### src/rtl/fib_pkg.sv
// Shared types and constant helpers for the Fibonacci-to-BCD controller.
package fib_pkg;

  typedef enum logic [2:0] {
    IDLE,
    B2B,
    FIB,
    DAB,
    DONE
  } fib_state_t;

  typedef logic [3:0] bcd_t;

  localparam int unsigned BCD_MAX_DIGIT = 9;

  function automatic int unsigned pow10(input int unsigned d);
    int unsigned p;
    p = 1;
    for (int unsigned i = 0; i < d; i++) p = p * 10;
    return p;
  endfunction

  // Out-of-range BCD digits saturate to 9.
  function automatic bcd_t bcd_clamp(input bcd_t d);
    return (d > bcd_t'(BCD_MAX_DIGIT)) ? bcd_t'(BCD_MAX_DIGIT) : d;
  endfunction

endpackage

### src/rtl/bin2bcd_dd.sv
// Sequential double-dabble binary-to-BCD converter, one shift per cycle.
// The first shift happens on the start edge; o_done pulses after the W-th shift.
module bin2bcd_dd
  import fib_pkg::*;
#(
  parameter int unsigned W      = 20,
  parameter int unsigned DIGITS = 4
) (
  input  logic                    i_clk,
  input  logic                    i_rst,
  input  logic                    i_start,
  input  logic [W-1:0]            i_bin,
  output logic                    o_busy,
  output logic                    o_done,
  output logic [DIGITS-1:0][3:0]  o_bcd
);

  localparam int unsigned BCD_W = DIGITS * 4;
  localparam int unsigned CNT_W = $clog2(W + 1);

  logic [W-1:0]           sreg, sreg_d;
  logic [CNT_W-1:0]       cnt, cnt_d;
  logic [DIGITS-1:0][3:0] bcd_d;
  bcd_t [DIGITS-1:0]      adj;
  logic [BCD_W+W-1:0]     sh;
  logic                   busy_d, done_d;

  // Upper digits are simply dropped: carries only move upward, so the low digits stay exact.
  always_comb begin
    sreg_d = sreg;
    cnt_d  = cnt;
    bcd_d  = o_bcd;
    busy_d = o_busy;
    done_d = 1'b0;
    for (int unsigned i = 0; i < DIGITS; i++) begin
      adj[i] = (o_bcd[i] >= 4'd5) ? (o_bcd[i] + 4'd3) : o_bcd[i];
    end
    sh = {adj, sreg} << 1;
    if (o_busy) begin
      sreg_d = sh[W-1:0];
      bcd_d  = sh[BCD_W+W-1:W];
      cnt_d  = cnt - CNT_W'(1);
      if (cnt == CNT_W'(1)) begin
        busy_d = 1'b0;
        done_d = 1'b1;
      end
    end else if (i_start) begin
      sh     = {BCD_W'(0), i_bin} << 1;
      sreg_d = sh[W-1:0];
      bcd_d  = sh[BCD_W+W-1:W];
      cnt_d  = CNT_W'(W - 1);
      busy_d = (W > 1);
      done_d = (W == 1);
    end
  end

  always_ff @(posedge i_clk or posedge i_rst) begin
    if (i_rst) begin
      sreg   <= '0;
      cnt    <= '0;
      o_bcd  <= '0;
      o_busy <= 1'b0;
      o_done <= 1'b0;
    end else begin
      sreg   <= sreg_d;
      cnt    <= cnt_d;
      o_bcd  <= bcd_d;
      o_busy <= busy_d;
      o_done <= done_d;
    end
  end

endmodule

### src/rtl/fib_bcd_ctl.sv
// Computes fib(n) for a BCD index n and returns the low OUT_DIGITS BCD digits.
// Define FIB_BCD_OVF_EN to saturate to all-9s with o_overflow when fib(n) does not fit.
module fib_bcd_ctl
  import fib_pkg::*;
#(
  parameter int unsigned IN_DIGITS  = 2,
  parameter int unsigned OUT_DIGITS = 4,
  parameter int unsigned FIB_W      = 20
) (
  input  logic                        i_clk,
  input  logic                        i_rst,
  input  logic                        i_start,
  input  logic [IN_DIGITS-1:0][3:0]   i_gen_amt_bcd,
  output logic [OUT_DIGITS-1:0][3:0]  o_final_bcd,
  output logic                        o_ready,
  output logic                        o_done,
  output logic                        o_overflow
);

  localparam int unsigned DIG_W = (IN_DIGITS > 1) ? $clog2(IN_DIGITS) : 1;

  fib_state_t                  state, state_d;
  logic [IN_DIGITS-1:0][3:0]   cap, cap_d;
  logic [DIG_W-1:0]            dig_cnt, dig_cnt_d;
  logic [FIB_W-1:0]            acc, acc_d;
  logic [FIB_W-1:0]            a, a_d, b, b_d;
  logic [OUT_DIGITS-1:0][3:0]  final_d;
  logic                        dd_start_c, dd_busy, dd_done;
  logic [OUT_DIGITS-1:0][3:0]  dd_bcd;

`ifdef FIB_BCD_OVF_EN
  localparam logic [FIB_W:0] OVF_LIMIT = (FIB_W + 1)'(pow10(OUT_DIGITS) - 1);
  logic [FIB_W:0] sum;
  logic           ovf_d;
`endif

  bin2bcd_dd #(
    .W      (FIB_W),
    .DIGITS (OUT_DIGITS)
  ) u_dd (
    .i_clk   (i_clk),
    .i_rst   (i_rst),
    .i_start (dd_start_c),
    .i_bin   (a),
    .o_busy  (dd_busy),
    .o_done  (dd_done),
    .o_bcd   (dd_bcd)
  );

  // acc holds the binary index during B2B and doubles as the FIB down-counter.
  always_comb begin
    state_d    = state;
    cap_d      = cap;
    dig_cnt_d  = dig_cnt;
    acc_d      = acc;
    a_d        = a;
    b_d        = b;
    final_d    = o_final_bcd;
    dd_start_c = 1'b0;
`ifdef FIB_BCD_OVF_EN
    ovf_d      = o_overflow;
    sum        = {1'b0, a} + {1'b0, b};
`endif
    unique case (state)
      IDLE: begin
        if (i_start) begin
          state_d   = B2B;
          cap_d     = i_gen_amt_bcd;
          dig_cnt_d = DIG_W'(IN_DIGITS - 1);
          acc_d     = '0;
          a_d       = '0;
          b_d       = FIB_W'(1);
`ifdef FIB_BCD_OVF_EN
          ovf_d     = 1'b0;
`endif
        end
      end
      B2B: begin
        acc_d     = (acc << 3) + (acc << 1) + FIB_W'(bcd_clamp(cap[IN_DIGITS-1]));
        cap_d     = cap << 4;
        dig_cnt_d = dig_cnt - DIG_W'(1);
        if (dig_cnt == '0) state_d = FIB;
      end
      FIB: begin
        if (acc != '0) begin
          a_d   = b;
          b_d   = a + b;
          acc_d = acc - FIB_W'(1);
        end
        if (acc <= FIB_W'(1)) state_d = DAB;
`ifdef FIB_BCD_OVF_EN
        // The new b becomes a on a later step, so it must fit while steps remain.
        if ((acc > FIB_W'(1)) && (sum > OVF_LIMIT)) begin
          state_d = DONE;
          ovf_d   = 1'b1;
          for (int unsigned i = 0; i < OUT_DIGITS; i++) final_d[i] = bcd_t'(BCD_MAX_DIGIT);
        end
`endif
      end
      DAB: begin
        dd_start_c = !dd_busy && !dd_done;
        if (dd_done) begin
          state_d = DONE;
          final_d = dd_bcd;
        end
      end
      DONE:    state_d = IDLE;
      default: state_d = IDLE;
    endcase
  end

  always_ff @(posedge i_clk or posedge i_rst) begin
    if (i_rst) begin
      state       <= IDLE;
      cap         <= '0;
      dig_cnt     <= '0;
      acc         <= '0;
      a           <= '0;
      b           <= '0;
      o_final_bcd <= '0;
      o_done      <= 1'b0;
      o_ready     <= 1'b1;
    end else begin
      state       <= state_d;
      cap         <= cap_d;
      dig_cnt     <= dig_cnt_d;
      acc         <= acc_d;
      a           <= a_d;
      b           <= b_d;
      o_final_bcd <= final_d;
      o_done      <= (state_d == DONE);
      o_ready     <= (state_d == IDLE);
    end
  end

`ifdef FIB_BCD_OVF_EN
  always_ff @(posedge i_clk or posedge i_rst) begin
    if (i_rst) o_overflow <= 1'b0;
    else       o_overflow <= ovf_d;
  end
`else
  assign o_overflow = 1'b0;
`endif

endmodule

### config.mk
export PLATFORM = sky130hd
export DESIGN_NAME = fib_bcd_ctl
export DESIGN_NICKNAME = d
export VERILOG_FILES = /design/src/rtl/fib_pkg.sv /design/src/rtl/bin2bcd_dd.sv /design/src/rtl/fib_bcd_ctl.sv
export SDC_FILE = /design/constraint.sdc
export NUM_CORES = 1
export LEC_CHECK = 0
export ABC_AREA = 1
export BUFFER_PORTS_ARGS = -buffer_cell sky130_fd_sc_hd__buf_2
export CAP_MARGIN = 30
export CELL_PAD_IN_SITES_DETAIL_PLACEMENT = 1
export CELL_PAD_IN_SITES_GLOBAL_PLACEMENT = 2
export CORE_ASPECT_RATIO = 1.1
export CORE_UTILIZATION = 35
export CTS_BUF_LIST = sky130_fd_sc_hd__clkbuf_8
export DETAILED_ROUTE_END_ITERATION = 6
export HOLD_SLACK_MARGIN = 0.08
export PLACE_DENSITY_LB_ADDON = 0.1
export SKIP_CTS_REPAIR_TIMING = 1
export SYNTH_ARGS = -nofsm -noshare
export SYNTH_HDL_FRONTEND = slang
export SYNTH_SLANG_ARGS = --single-unit
### constraint.sdc
create_clock -name i_clk -period 3.5 [get_ports i_clk]
set_clock_uncertainty 0.1 [all_clocks]
set_input_delay 0.175 -clock i_clk [delete_from_list [all_inputs] [get_ports i_clk]]
set_output_delay 0.175 -clock i_clk [all_outputs]
set_load 0.05 [all_outputs]
==> metrics, run 1 <==
most common cell after layout, fill and taps aside nand2_1; Post-synth EDFFs 0; row count approximately 60; Layout fillers 2,995; Unique masters post-synth 46; Hold EP state[0]$_DFF_PP0_; WP data arrival around 3.2 ns; Reg-to-Reg Start cap[7]$_DFFE_PP0P_; syn_nets ~1,200; pre-CTS setup slack 0.5491 ns; routability congestion estimate between 0.8 and 0.9; HPWL after DPL 19.08 mm; register area 3304 µm²; max-slew violations 0; synthesis-stage register bit count 132; GRT Util Overall 0.2139; core footprint 23,920 µm²; Skew-Pair Late Insertion Delay between 0.4 and 0.5 ns; ant diodes 0; slowest stage delay, CP 0.38 ns; R2R setup slack between 0.5 and 0.6 ns; Critical R2R Capture acc[12]$_DFFE_PP0P_; Internal 2.609 mW; Cell Area, Synth roughly 8600 µm²; slowest cell on the critical path a21oi_1; critical hold path startpoint i_start; Yosys warning count 0; Final Hold Viols 0; placed insts between 1,000 and 1,500; maximum vdd drop 0.0001908 V; CP delay by family, top adder cells; most frequent cells in the layout 309 x nand2_1, 150 x inv_1, 131 x dfrtp_1; Tot Pwr 4.137 mW; DRT Wirelength 25.18 mm; vias per cell 5.054; synthesized area per cell 7.513 µm²; R2R depth 16; fin nets about 1,300; Comb pwr share 0.288; worst hold slack ~0.094 ns; Die Ht between 150 and 200 µm; Core Util, Final 0.4010; Worst Path Max Fanout 5; fin cells 1,504; Worst-Margin Slew about 0.60 ns; die width 151.5 µm; design area 9590 µm²; Period minus WS final 2.953 ns; Power Density around 430 nW/µm²; # DRC 0; starting density of the core 0.3596; hold path depth 5; post-route setup slack around 0.55 ns; Finish-stage setup viols 0; clock tree root driver cell clkbuf_8; H-tree Lvls 4; initial antenna violation count 0; # IOs 30; Slew headroom 0.5996; fraction of layout cells with a size suffix above 1 0.08590; clock buffer depth 2; RSZ-0062 raised after global routing false; Routed WL per cell approximately 17 µm; asr flop ratio synth 1.000; CTS tree built; CP cell instances inv_1, a21oi_1, nor2_1, ha_1, ha_1, inv_1, fa_1, inv_1, nand2_1, a21oi_1, nand2_1, nand2_1, nand2_1, nand3b_1, nand3_1, a21boi_0; Reg power frac 0.396; gr ovfl total 0; critical path endpoint category flip-flop; first-pass GRT wire length 42.03 mm; ANT nets after route 0; Yosys top cell area share 0.3811; full die area 25,210 µm²; area of placed instances 9081 µm²; number of global-route vias before repair a little over 8,000; post-synthesis sequential area ratio 0.3841; type of the worst min-delay path input pin to flip-flop; Critical Path RT 3.77 ns; CTS buffer count 17; Area Overhead vs Synth 11.49%; Multi-input gate area roughly 4600 µm²; Pleak 4.749 nW; outcome finished, final reports clean; Clk pwr share 0.316; Switch Pwr ~1.5 mW; WP buf/inv 3; Initial DRT Pass Iterations 4; startpoint types flip-flop; Reg clk slew, reported paths 0.09 ns; Crit Path Class flip-flop to flip-flop; post-synth top area cell dfrtp_1; Iter 0 DRT Violations 342; sw frac 0.3693; max cap viols 0; TritonCTS sink count 132; most used cell along the critical path nand2_1; pin count of the biggest net entering global routing 86; Mapped Cells 1,145; Main synth FF type dfrtp_1; top cells by area, synth dfrtp_1 38%, nand2_1 13%, ha_1 9.5%; TNS Setup 0 ns; fmax 338.6 MHz; via count 7,601; Final period util 0.8438; IO buf count 28
## final cells by class
class                   instances  area share
well taps                     305     0.03979
repair buffers                 48     0.03601
inverters                     155     0.06132
multi-input cells             832      0.4775
flip-flops and latches        132      0.3446
clock buffers                  17     0.02440
clock inverters                15     0.01644
## state kept, by name (all words and copies together) (netlist names)
signal / cells
cap: 8
a: 20
dig_cnt: 1
u_dd.cnt: 5
o_ready: 1
u_dd.o_bcd: 16
u_dd.o_busy: 1
u_dd.sreg: 19
o_done: 1
u_dd.o_done: 1
acc: 20
state: 3
o_final_bcd: 16
b: 20
## how the worst max path moves through the flow
stage | slack [ns] | depth (start not counted) | endpoint | from
2_1_floorplan | 0.99 | 12 | acc[16]$_DFFE_PP0P_ | acc[0]$_DFFE_PP0P_
3_3_place_gp | 0.66 | 16 | acc[16]$_DFFE_PP0P_ | cap[7]$_DFFE_PP0P_
3_5_place_dp | 0.55 | 16 | acc[12]$_DFFE_PP0P_ | cap[7]$_DFFE_PP0P_
4_1_cts | 0.53 | 16 | acc[12]$_DFFE_PP0P_ | cap[7]$_DFFE_PP0P_
5_1_grt | 0.24 | 16 | acc[12]$_DFFE_PP0P_ | cap[7]$_DFFE_PP0P_
6_report | 0.55 | 16 | acc[12]$_DFFE_PP0P_ | cap[7]$_DFFE_PP0P_
## synthesized netlist by cell type (7+ instances only)
cell      number
o21ai_0       98
nor2_1        93
dfrtp_1      131
ha_1          65
o22ai_1        7
o221ai_1      15
nand3b_1       9
a21oi_1       56
xor2_1        15
o211ai_1       8
clkbuf_1      13
nor3_1        10
inv_1        150
buf_2          8
a21boi_0       8
nand2_1      309
o21ai_2       10
nand3_1       65
nand4_1       11
## layer usage
metal / global-route usage / vias up / part of all wire
li1: - / 3831 / -
met1: 0.2719 / 3701 / 0.47
met2: 0.3778 / 54 / 0.51
met3: 0.02740 / 15 / 0.013
met4: 0.05217 / 0 / 0.011
met5: 0 / - / 0
## power by group through the flow
| stage | combinational (mW) | sequential (mW) | clock (mW) |
|---|---|---|---|
| 3_3_place_gp | 1.18 | 1.66 | 0 |
| 4_1_cts | 1.19 | 1.64 | 1.36 |
| 5_1_grt | 1.36 | 1.64 | 1.41 |
| 3_5_place_dp | 1.18 | 1.67 | 0 |
| 2_1_floorplan | 0.871 | 1.64 | 0 |
| 6_report | 1.19 | 1.64 | 1.31 |
## tightest hold or removal path, cell delays in order
cell and delay [ns]:
buf_2 0.10, nand3_1 0.09, nand3_1 0.12, a21oi_1 0.06, nand2_1 0.05
## cell families after synthesis
kind of cell | count (synthesis) | synth area share
AO/OA/AOI/OAI | 225 | 0.1529
XOR/XNOR | 21 | 0.02138
adder cells (fa/ha/maj) | 68 | 0.1015
buffers and inverters | 181 | 0.08349
flip-flops | 132 | 0.3841
other | 1 | 0.0004359
AND/OR/NAND/NOR | 517 | 0.2561
Power figures use the tool's default switching activity.
==> inputs of run 2 (changes only) <==
- CORE_UTILIZATION: 35 -> 38
- clock period: 3.5 -> 3.1 ns (I/O delays scaled with it)
==> run 2 against run 1 <==
Die area fell by 7.8%. Clock-buffer cell count did not move. Register-to-register slack got worse by 0.27 ns. Clock power rose by 26%. Fmax rose by 4.6%. Combinational power rose by 18%. Cell count fell by 0.27%. Via count rose by 1.0%. Setup slack got worse by 0.27 ns. Non-clock buffer count rose by 6. Highest routed layer unchanged.
==> metrics, run 2 (synthesis gave the netlist of run 1 again) <==
# IOs 30; slowest cell on the critical path fa_1; number of global-route vias before repair 8,013; DRT Wirelength 24.82 mm; # DRC 0; pre-CTS setup slack 0.2673 ns; Worst Path Max Fanout 6; row count 57; via count 7,677; Skew-Pair Late Insertion Delay 0.47 ns; CP delay by family, top simple AND/OR/NAND/NOR gates; crit path capture acc[17]$_DFFE_PP0P_; Critical R2R Capture acc[17]$_DFFE_PP0P_; outcome finished, final reports clean; HPWL after DPL roughly 19 mm; Power Density 505.8 nW/µm²; ANT nets after route 0; maximum vdd drop 0.0002482 V; post-route setup slack 0.2762 ns; first-pass GRT wire length 41.15 mm; CTS tree built; core footprint 22,180 µm²; Period minus WS final 2.824 ns; CTS buffer count 17; Reg clk slew, reported paths 0.10 ns; Final period util 0.9109; IO buf count 28; max-slew violations 0; starting density of the core 0.3878; Die Ht approximately 160 µm; Pleak roughly 4.8 nW; H-tree Lvls 4; Area Overhead vs Synth 12.19%; Worst-Margin Slew 0.9443 ns; most common cell after layout, fill and taps aside nand2_1; CP startpoint acc[2]$_DFFE_PP0P_; critical path endpoint category flip-flop; startpoint types flip-flop; initial antenna violation count 0; Crit Path Class flip-flop to flip-flop; biggest regs a: 20 flops, acc: 20 flops, b: 20 flops; pin count of the biggest net entering global routing 133; TNS Setup 0 ns; Tot Pwr 4.881 mW; most frequent cells in the layout 309 x nand2_1, 149 x inv_1, 131 x dfrtp_1; WP buf/inv 2; fraction of layout cells with a size suffix above 1 0.09129; Crit path depth 13; slowest stage delay, CP 0.57 ns; Slew headroom 0.3689; gr ovfl total 0; vias per cell 5.118; fmax 354.1 MHz; routability congestion estimate 0.8104; fin nets 1,271; clock buffer depth 2; full die area 23,240 µm²; type of the worst min-delay path input pin to asynchronous set/reset pin; Iter 0 DRT Violations 286; R2R setup slack 0.28 ns; Core Util, Final 0.4351; CP cell instances inv_1, fa_1, inv_1, ha_1, nand3_1, nand3_1, nand2_1, nand3_1, nand2_1, nand2_1, nand2_1, nand3_1, a21boi_0; Initial DRT Pass Iterations 4; Finish-stage setup viols 0; Final Hold Viols 0; ant diodes 0; WP data arrival 3.09 ns; R2R depth 13; GRT Util Overall 0.2243; RSZ-0062 raised after global routing false; max cap viols 0; Critical Path RT 3.37 ns; Reg-to-Reg Start acc[2]$_DFFE_PP0P_; clock tree root driver cell clkbuf_8; die width 145.5 µm; TritonCTS sink count 132; Routed WL per cell 16.54 µm
[run 2: how the worst min path moves through the flow]
stage                startpoint                 end  cells past startpoint
6_report                  i_rst  cap[2]$_DFFE_PP0P_                      4
5_1_grt        i_gen_amt_bcd[0]  cap[0]$_DFFE_PP0P_                      4
4_1_cts        i_gen_amt_bcd[0]  cap[0]$_DFFE_PP0P_                      3
3_5_place_dp   i_gen_amt_bcd[0]  cap[0]$_DFFE_PP0P_                      3
3_3_place_gp   i_gen_amt_bcd[0]  cap[0]$_DFFE_PP0P_                      3
2_1_floorplan  i_gen_amt_bcd[0]  cap[0]$_DFFE_PP0P_                      2
[run 2: stage by stage]
step	area [µm²]	instances	hold WS, ns
after global routing	9651	1500	0.3449
after floorplan	8606	1145	0.1927
after CTS	9547	1490	-0.2137
after detailed placement	9114	1458	0.2914
final	9651	1500	0.2972
after global placement	9114	1458	0.2900
[run 2: metal layers]
layer / routed length (µm) / track usage / part of all wire / up-vias
li1: - / - / - / 3848
met1: 11270 / 0.2758 / 0.45 / 3748
met2: 12810 / 0.4073 / 0.52 / 54
met3: 316 / 0.02829 / 0.013 / 27
met4: 421 / 0.06794 / 0.017 / 0
met5: 0 / 0 / 0 / -
[run 2: cell type report]
| cell class | instances | area [µm²] |
|---|---|---|
| inverter | 155 | 588.1 |
| sequential | 132 | 3304 |
| clock buffer | 17 | 234.0 |
| tap | 295 | 369.1 |
| timing repair buffer | 54 | 372.9 |
| clock inverter | 15 | 198.9 |
| multi-input combinational | 832 | 4583 |
| fill | 2798 | 12530 |
[run 2: worst register-to-register path, cell delays in order, from the launching register on]
cell and delay [ns]:
dfrtp_1 0.47, inv_1 0.13, fa_1 0.57, inv_1 0.07
ha_1 0.30, nand3_1 0.09, nand3_1 0.23, nand2_1 0.13
nand3_1 0.13, nand2_1 0.14, nand2_1 0.06, nand2_1 0.06
nand3_1 0.07, a21boi_0 0.20
[run 2: power by group]
group / internal (mW) / switching (mW) / leakage [nW] / total, mW
sequential: 1.77 / 0.0638 / 1.71 / 1.83
combinational: 0.511 / 0.895 / 2.87 / 1.41
clock: 0.772 / 0.875 / 0.222 / 1.65
==> inputs of run 3 (changes only) <==
- SYNTH_HIERARCHICAL: not set -> 1
==> run 3 against run 2 <==
Cell count grew 4.4%. Fmax grew 2.5%. Cell area grew 0.62%. Register-to-register slack gained 0.07 ns.
==> metrics, run 3 <==
Slew headroom 0.4468; Worst Path Max Fanout 4; CTS tree built; DRT Wirelength about 27 mm; Pleak around 5.2 nW; CTS buffer count 17; Initial DRT Pass Iterations 4; R2R setup slack approximately 0.34 ns; ant diodes 0; vias per cell 5.112; outcome finished, final reports clean; clock tree root driver cell clkbuf_8; die width ~150 µm; max-slew violations 0; Final Hold Viols 0; RSZ-0062 raised after global routing false; Yosys warning count 6; Critical Path RT about 3.4 ns; Worst-Margin Slew 0.8247 ns; TNS Setup 0 ns; Routed WL per cell between 15 and 20 µm; GRT Util Overall 0.2471; critical path endpoint category flip-flop; Crit Path Class flip-flop to flip-flop; initial antenna violation count 0; startpoint types flip-flop; post-synthesis sequential area ratio 0.3787; maximum vdd drop 0.0002667 V; Final period util 0.8890; most common cell after layout, fill and taps aside nand2_1; fmax about 360 MHz; WP data arrival around 3.0 ns; top cells by area, synth dfrtp_1 38%, nand2_1 19%, ha_1 9.3%; Yosys top cell area share 0.3757; synthesis-stage register bit count 132; top-count cell post-synth nand2_1; Main synth FF type dfrtp_1; fin nets 1,338; pre-CTS setup slack between 0.2 and 0.25 ns; Core Util, Final 0.4350; Multi-input gate area 4795 µm²; number of global-route vias before repair 8,396; syn_nets ~1,300; fraction of layout cells with a size suffix above 1 0.07789; TritonCTS sink count ~130; via count 8,006; pin count of the biggest net entering global routing 57; max cap viols 0; # DRC 0; Iter 0 DRT Violations 377; Period minus WS final 2.756 ns; Power Density ~510 nW/µm²; Post-synth EDFFs 0; synthesized area per cell between 7 and 8 µm²; IO buf count 28; Skew-Pair Late Insertion Delay about 0.46 ns; type of the worst min-delay path input pin to flip-flop; routability congestion estimate 0.8225; post-synth top area cell dfrtp_1; Mapped Cells 1,210; starting density of the core 0.3909; ANT nets after route 0; H-tree Lvls 4; synth cell count leaders 451 x nand2_1, 131 x dfrtp_1, 112 x inv_1; Unique masters post-synth 48; Area Overhead vs Synth 11.28%; most frequent cells in the layout 451 x nand2_1, 131 x dfrtp_1, 113 x inv_1; Cell Area, Synth approximately 8700 µm²; register area 3304 µm²; post-route setup slack 0.3440 ns; Layout fillers 2,899; full die area around 24,000 µm²; first-pass GRT wire length 45.49 mm; gr ovfl total 0; Reg clk slew, reported paths 0.09 ns; Die Ht roughly 160 µm; clock buffer depth 2; Finish-stage setup viols 0; asr flop ratio synth 1.000; HPWL after DPL just over 20 mm; biggest regs a: 20 flops, acc: 20 flops, b: 20 flops; # IOs 30; row count 57; core footprint 22,320 µm²
==> run 3: cell types whose count changed after synthesis, moves of 12 or more <==
| cell | delta |
|---|---|
| inv_1 | -38 |
| nand2_1 | +142 |
| nand3_1 | +30 |
| nand4_1 | +12 |
| o21ai_0 | -44 |
| o221ai_1 | -15 |
==> run 3: final timing paths <==
kind / start / end / depth (start not counted)
worst max-delay path: cap[7]$_DFFE_PP0P_ / acc[12]$_DFFE_PP0P_ / 16
worst min-delay path: i_start / state[0]$_DFF_PP0_ / 5
worst max register to register: cap[7]$_DFFE_PP0P_ / acc[12]$_DFFE_PP0P_ / 16
worst min register to register: o_final_bcd[1]$_DFFE_PP0P_ / o_final_bcd[1]$_DFFE_PP0P_ / 2
max in group asynchronous: i_rst / o_ready$_DFF_PP1_ / 4
min in group asynchronous: i_rst / u_dd/o_bcd[9]$_DFFE_PP0P_ / 3
==> run 3: critical path: stages (launching register included) <==
cell	delay, ns
dfrtp_1	0.36
inv_1	0.08
a21oi_1	0.16
nor2_1	0.07
ha_1	0.29
ha_1	0.20
inv_1	0.07
fa_1	0.35
inv_1	0.07
nand2_1	0.08
a21oi_2	0.25
nand2_1	0.08
nand2_1	0.13
nand2_1	0.09
nand3b_1	0.08
nand3_1	0.08
a21boi_1	0.14
==> run 3: metal layers <==
layer  vias up  track usage  routed length, µm
met5         -            0                  0
met4         0      0.07718                505
met3        32      0.02443                499
met2        99       0.4156              12820
met1      3868       0.3341              13160
li1       4007            -                  -
==> run 3: cell type report <==
cell class / instances / share of cell area
clock buffer: 17 / 0.02409
clock inverter: 14 / 0.01456
tap: 295 / 0.03801
timing repair buffer: 56 / 0.04200
multi-input combinational: 931 / 0.4938
sequential: 132 / 0.3403
inverter: 121 / 0.04729
==> run 3: cells by family after synthesis <==
group	after synthesis	synth area share
simple gates	699	0.3365
buf+inv	147	0.07227
compound gates	143	0.09191
flops	132	0.3787
fa+ha+maj	68	0.1001
xor+xnor	20	0.02007
other cells	1	0.0004298
==> run 3: power by group <==
part,switching [mW],internal [mW]
logic,1.04,0.567
clock network,0.758,0.706
registers,0.0903,1.78
total,1.89,3.05
==> run 3: stage by stage <==
| stage | hold WS (ns) | cells | area (µm²) | power (mW) |
|---|---|---|---|---|
| floorplan | 0.2018 | 1210 | 8726 | 3.058 |
| global placement | 0.1737 | 1522 | 9201 | 3.476 |
| detailed placement | 0.1822 | 1522 | 9201 | 3.502 |
| CTS | -0.3202 | 1553 | 9577 | 4.979 |
| global route | 0.1449 | 1566 | 9711 | 5.304 |
| finish | 0.1363 | 1566 | 9711 | 4.941 |
